### config.mk
export PLATFORM = sky130hd
export DESIGN_NAME = edge_detect_array
export DESIGN_NICKNAME = d
export VERILOG_FILES = /design/src/rtl/edge_detect_pkg.sv /design/src/rtl/edge_detect_channel.sv /design/src/rtl/edge_detect_array.sv
export SDC_FILE = /design/constraint.sdc
export NUM_CORES = 1
export LEC_CHECK = 0
export CORE_MARGIN = 8
export CORE_UTILIZATION = 46
export DETAILED_ROUTE_END_ITERATION = 12
export PLACE_DENSITY_LB_ADDON = 0.12
export SETUP_SLACK_MARGIN = 0.15
export SLEW_MARGIN = 20
export SYNTH_ARGS = -nofsm -noshare
export SYNTH_HDL_FRONTEND = slang
export SYNTH_SLANG_ARGS = --single-unit
### constraint.sdc
create_clock -name clk -period 2.7 [get_ports clk]
set_input_delay 0.675 -clock clk [delete_from_list [all_inputs] [get_ports clk]]
set_output_delay 0.675 -clock clk [all_outputs]
set_load 0.005 [all_outputs]
### src/rtl/edge_detect_pkg.sv
// rtl/edge_detect_pkg.sv - shared types and helpers for the edge detector array
package edge_detect_pkg;

    localparam int MAX_SYNC_STAGES = 3;

    typedef enum logic [1:0] {
        EDGE_RISE = 2'b00,
        EDGE_FALL = 2'b01,
        EDGE_BOTH = 2'b10,
        EDGE_NONE = 2'b11
    } edge_mode_t;

    typedef enum logic [1:0] {
        ZERO = 2'b00,
        RISE = 2'b01,
        ONE  = 2'b10,
        FALL = 2'b11
    } edge_state_t;

    function automatic logic rise_enabled(input edge_mode_t m);
        return (m == EDGE_RISE) || (m == EDGE_BOTH);
    endfunction

    function automatic logic fall_enabled(input edge_mode_t m);
        return (m == EDGE_FALL) || (m == EDGE_BOTH);
    endfunction

endpackage

### src/rtl/edge_detect_channel.sv
// rtl/edge_detect_channel.sv - one channel: synchroniser, edge FSM, tick qualification, sticky pending
module edge_detect_channel
    import edge_detect_pkg::*;
#(
    parameter int SYNC_STAGES = 2,
    parameter bit MOORE       = 1'b0
) (
    input  logic       clk,
    input  logic       reset,
    input  logic       level,
    input  logic [1:0] mode,
    input  logic       clr_pending,
    output logic       tick,
    output logic       pending
);

    localparam int STAGES = (SYNC_STAGES > MAX_SYNC_STAGES) ? MAX_SYNC_STAGES : SYNC_STAGES;

    logic        ls;
    logic        rise;
    logic        fall;
    edge_state_t state;
    edge_mode_t  edge_mode;

    generate
        if (STAGES == 0) begin : g_nosync
            assign ls = level;
        end else begin : g_sync
            logic [STAGES-1:0] s;
            always_ff @(posedge clk or posedge reset) begin
                if (reset) begin
                    s <= '0;
                end else begin
                    s[0] <= level;
                    for (int i = 1; i < STAGES; i++) begin
                        s[i] <= s[i-1];
                    end
                end
            end
            assign ls = s[STAGES-1];
        end
    endgenerate

    // State follows ls independent of mode, so changing mode can never fabricate an edge.
    always_ff @(posedge clk or posedge reset) begin
        if (reset) begin
            state <= ZERO;
        end else if (MOORE) begin
            case (state)
                ZERO:    if (ls) state <= RISE;
                RISE:    state <= ls ? ONE : FALL;
                ONE:     if (!ls) state <= FALL;
                FALL:    state <= ls ? RISE : ZERO;
                default: state <= ZERO;
            endcase
        end else begin
            state <= ls ? ONE : ZERO;
        end
    end

    assign rise = MOORE ? (state == RISE) : ((state == ZERO) && ls);
    assign fall = MOORE ? (state == FALL) : ((state == ONE) && !ls);

    assign edge_mode = edge_mode_t'(mode);

    // Gated by reset so an unsynchronised level cannot leak a tick while held in reset.
    assign tick = !reset && ((rise && rise_enabled(edge_mode)) || (fall && fall_enabled(edge_mode)));

    always_ff @(posedge clk or posedge reset) begin
        if (reset) begin
            pending <= 1'b0;
        end else if (tick) begin
            pending <= 1'b1;
        end else if (clr_pending) begin
            pending <= 1'b0;
        end
    end

endmodule

### src/rtl/edge_detect_array.sv
// rtl/edge_detect_array.sv - N-channel edge detector with sticky per-channel event flags
module edge_detect_array
    import edge_detect_pkg::*;
#(
    parameter int N           = 4,
    parameter int SYNC_STAGES = 2,
    parameter bit MOORE       = 1'b0
) (
    input  logic         clk,
    input  logic         reset,
    input  logic [N-1:0] level,
    input  logic [1:0]   mode,
    input  logic [N-1:0] clr_pending,
    output logic [N-1:0] tick,
    output logic [N-1:0] pending,
    output logic         any_pending
);

    generate
        for (genvar ch = 0; ch < N; ch++) begin : g_ch
            edge_detect_channel #(
                .SYNC_STAGES (SYNC_STAGES),
                .MOORE       (MOORE)
            ) u_channel (
                .clk         (clk),
                .reset       (reset),
                .level       (level[ch]),
                .mode        (mode),
                .clr_pending (clr_pending[ch]),
                .tick        (tick[ch]),
                .pending     (pending[ch])
            );
        end
    endgenerate

    assign any_pending = |pending;

endmodule

# After elaboration in Yosys (flattened, before gate mapping)
# Cells that the tools add are included.
# totals
reg_bits	20
latchBits	0
ramBits	0
rom_bits	0
elab_cells	71
memories	0
# op_classes
addsub	0
n_mul	0
div	0
n_lt_le_gt_ge	0
n_eq_ne	6
n_shift	0
muxes	12
bitwise	0
reduce_logical	41
# op_table
cell	n
logical AND 1 bit	20
== test 2 bit (second input constant)	5
logical NOT 2 bit	5
two-way mux 1 bit	8
two-way mux 2 bit	4
nonzero test 2 bit	4
logical OR 1 bit	6
logical NOT 1 bit	5
OR reduction 4 bit	1
== test 2 x 1 -> 1 bit (second input constant)	1

# Longest topological paths before layout
# Gate-level depths: netlist of run 1.
# depth
depth_word	6
ltp_mapped	6

# By module
# A second synthesis of run 1 with hierarchy kept.
# unflattened
hier_cells	69
hier_area_um2	763.2
# by_module_without_submodules
module	instances	cells_per_inst	area_per_inst_um2	seq_area_each_um2
edge_detect_channel	4	17	188.9	100.1
edge_detect_array	1	1	7.5	0.0

# Worst setup path before layout of run 1
# OpenSTA, ideal clock, no wires.
# synth_timing
kind	input -> output
start	input mode[0]
end	output tick[2]
t_arrival_ns	1.538
t_required_ns	2.025
setup_slack_ns	0.487
path_stages	6
path_buffers	1
cell_sequence	inv_1 ha_1 nor2_1 or3b_1 a21oi_1 buf_4
# synth_via
elab_chain_len	5
# synth_lines
item	line	rtl
start: declaration	edge_detect_array.sv:12	input logic [1:0] mode,
== test 2 bit, or another cell as far along	edge_detect_pkg.sv:21, edge_detect_pkg.sv:25	
logical OR 1 bit, on equally long branches	edge_detect_pkg.sv:21, edge_detect_pkg.sv:25	
logical AND 1 bit	edge_detect_channel.sv:67	assign tick = !reset && ((rise && rise_enabled(edge_mode)) || (fall && fall_enabled(edge_mode)));
logical OR 1 bit (*)	edge_detect_channel.sv:67	
logical AND 1 bit (*)	edge_detect_channel.sv:67	
end: declaration	edge_detect_array.sv:14	output logic [N-1:0] tick,
# Every way passes the cells marked *; elsewhere a longest branch is shown, timed or not.

# Worst setup path in the final report of run 1
# Same ends and word-level chain as after synthesis.

==> run summary, run 1 <==
outcome: completed
Placement Rows: 13
clock skew: 0.00249 ns
setup TNS: 0 ns
footprint of the multi-input gates: 225 um^2
Net Count, Synth: 70
post-route antenna net violation count: 0
WS Path Type: in2out
DRC: 0
number of I/O pins: 21
Slowest-stage cell, CP: or3b_4
CTS tree: done
Max Slew Vio Count: 0
endpoint class of the critical path: output pin
die height: 53.7 um
largest net degree at the start of global routing: 15
WP data arrival: 1.82 ns
synth warn: 0
FF+latch count, synth: 16
# diodes: 0
startpoint types: input port
routed vias/inst: 4.77
dpl ws: -0.396 ns
gpl congestion: 0.737
worst-skew pair later-pin latency: 0.27 ns
fraction of layout instances using a drive strength above 1: 26.0%
worst rel slew slack: 88.0%
total of max-cap violations: 0
# H-tree levels: 1
DR iter-0 viols: 4
placed instance area: 851 um^2
cell family contributing the most delay on the critical path: buffers and inverters
vias in the first global route: 450
starting density of the core: 49.7%
Tmin final: 2.50 ns
DR vias: 439
Final nets: 93
Final Cycle Share: 92.4%
crit-path max FO: 4
Tightest Pin Transition: 0.180 ns
fin area: 932 um^2
wire per inst: 12.1 um
FMAX: 401 MHz
Pwr Density: 506 nW/um^2
Avg Cell Area, Syn: 11.7 um^2
DP Wirelength: 893 um
DR pass1 iterations: 4
first-pass GRT wire length: 1920 um
Lkg Pwr: 0.425 nW
CTS sink cnt: 16
Synth Cell Area: 654 um^2
antenna violations before repair: 0
maximum root-to-sink buffer count: 2
CP max stage delay: 0.39 ns
fin util: 70.8%
Core Region: 1320 um^2
GRT overflow: 0
fillers: 104
final hold vios: 0
worst min path class: reg2reg
CP bufs+invs: 3
Total Die Area: 2890 um^2
Root Buffer: clkbuf_4
Worst Path Required: 2.03 ns
CTS Buf Count: 3
RSZ-0062 raised after global routing: true
worst setup margin: 0.204 ns
peak supply drop: 0.359 mV
sequential cell area fraction in the yosys report: 61.2%
Syn Inst Count: 56
Distinct cells, synth: 16
GR Util All Layers: 9.13%
Final Setup Violations: 0
Register Area: 400 um^2
# port buffers: 20
crit-path cells: dlygate4sd2_1 > inv_2 > ha_4 > nor2_4 > or3b_4 > a21oi_2 > buf_2
final WL: 1120 um
Reg clk slew, reported paths: 0.08 ns
synth-to-layout area growth: 42.4%
chip width: 53.7 um
## synth_stat cells
| master | n | area share [%] |
|---|---|---|
| dfrtp_1 | 16 | 61 |
| buf_4 | 8 | 9.2 |
| inv_1 | 7 | 4.0 |
| nand2_1 | 4 | 2.3 |
| a22o_1 | 3 | 4.0 |
| and2_1 | 3 | 2.9 |
| nand2b_1 | 3 | 2.9 |
| o22ai_1 | 3 | 2.9 |
| ha_1 | 2 | 3.8 |
| a21oi_1 | 1 | 0.76 |
| nand3_1 | 1 | 0.76 |
| nor2_1 | 1 | 0.57 |
| nor2b_1 | 1 | 0.96 |
| o221ai_1 | 1 | 1.3 |
| or3b_1 | 1 | 1.3 |
| or4_1 | 1 | 1.1 |
## metrics by stage
stage / hold WS [ns] / total power, mW / cells
2_1_floorplan: 0.331 / 0.308 / 56
3_3_place_gp: 0.334 / 0.349 / 88
3_5_place_dp: 0.338 / 0.351 / 88
4_1_cts: 0.358 / 0.477 / 92
5_1_grt: 0.366 / 0.502 / 92
6_report: 0.354 / 0.471 / 92
## kinds of logic (layout without fill, tap and decap cells)
family / after synthesis / in the layout / synth area share, %
compound gates: 8 / 8 / 8.99
fa+ha+maj: 2 / 2 / 3.82
buf+inv: 15 / 36 / 13.2
flops: 16 / 16 / 61.2
simple gates: 15 / 15 / 12.8
## metal layers
layer  up-vias  part of all wire [%]  track usage [%]
li1        222                     -                -
met1       201                    45             11.1
met2        16                    44             13.9
met3         0                    10             3.86
met4         0                     0             3.78
met5         -                     0                0
## final cells by class
cell class	count	area share, %
sequential	16	43.0
clock buffer	3	2.42
tap	15	2.01
timing repair buffer	26	25.6
inverter	7	2.82
multi-input combinational	25	24.2
## path summary, 6_finish.rpt
check / start / to / slack (ns) / depth (start not counted)
max in group asynchronous: reset / g_ch[1].u_channel.state[1] / 1.62 / 3
worst min-delay path: g_ch[1].u_channel.g_sync.s[0] / g_ch[1].u_channel.g_sync.s[1] / 0.35 / 0
min in group asynchronous: reset / g_ch[0].u_channel.pending / 0.66 / 2
worst max register to register: g_ch[2].u_channel.g_sync.s[1] / g_ch[2].u_channel.pending / 1.59 / 3
worst min register to register: g_ch[1].u_channel.g_sync.s[0] / g_ch[1].u_channel.g_sync.s[1] / 0.35 / 0
worst max-delay path: mode[0] / tick[2] / 0.20 / 7
## power by group
group	internal, mW	leakage [nW]	switching (mW)
clock network	0.0515	0.0138	0.0658
registers	0.255	0.192	0.00893
logic	0.0584	0.219	0.0321
## sequential cells by signal, summed over array words and instances (netlist names)
signal and count:
g_ch.u_channel.state 4, g_ch.u_channel.pending 4, g_ch.u_channel.g_sync.s 8
## timing repair
action	in CTS	in global routing
gates resized for setup	22	3
pin swaps	7	0
setup endpoints to repair	4	4
hold buffers	0	0
buffers inserted	1	0
## worst reg2reg max path, stage by stage, from the launching register on
cell and delay [ns]:
dfrtp_1 0.37, or3b_4 0.39, buf_4 0.14, o221ai_1 0.13
## layout by cell type (no fill, tap or decap)
master / synthesis / final
clkdlybuf4s15_1: 0 / 4
o221ai_1: 1 / 1
dfrtp_1: 16 / 16
nand2_1: 4 / 4
o22ai_2: 0 / 3
clkbuf_4: 0 / 3
buf_2: 0 / 1
buf_4: 8 / 6
nor2_4: 0 / 1
a21oi_2: 0 / 1
nand2b_1: 3 / 3
inv_1: 7 / 5
and2_1: 3 / 3
nand3_1: 1 / 1
a22o_1: 3 / 3
ha_4: 0 / 2
clkdlybuf4s50_1: 0 / 14
nor2b_1: 1 / 1
inv_2: 0 / 2
or3b_4: 0 / 1
dlygate4sd2_1: 0 / 1
or4_1: 1 / 1
Power figures use the tool's default switching activity.
==> inputs of run 2 (changes only) <==
GPL_ROUTABILITY_DRIVEN = 0   (was default)
==> results of run 2 <==
The final DEF is identical to that of run 1; final timing and power are the same.
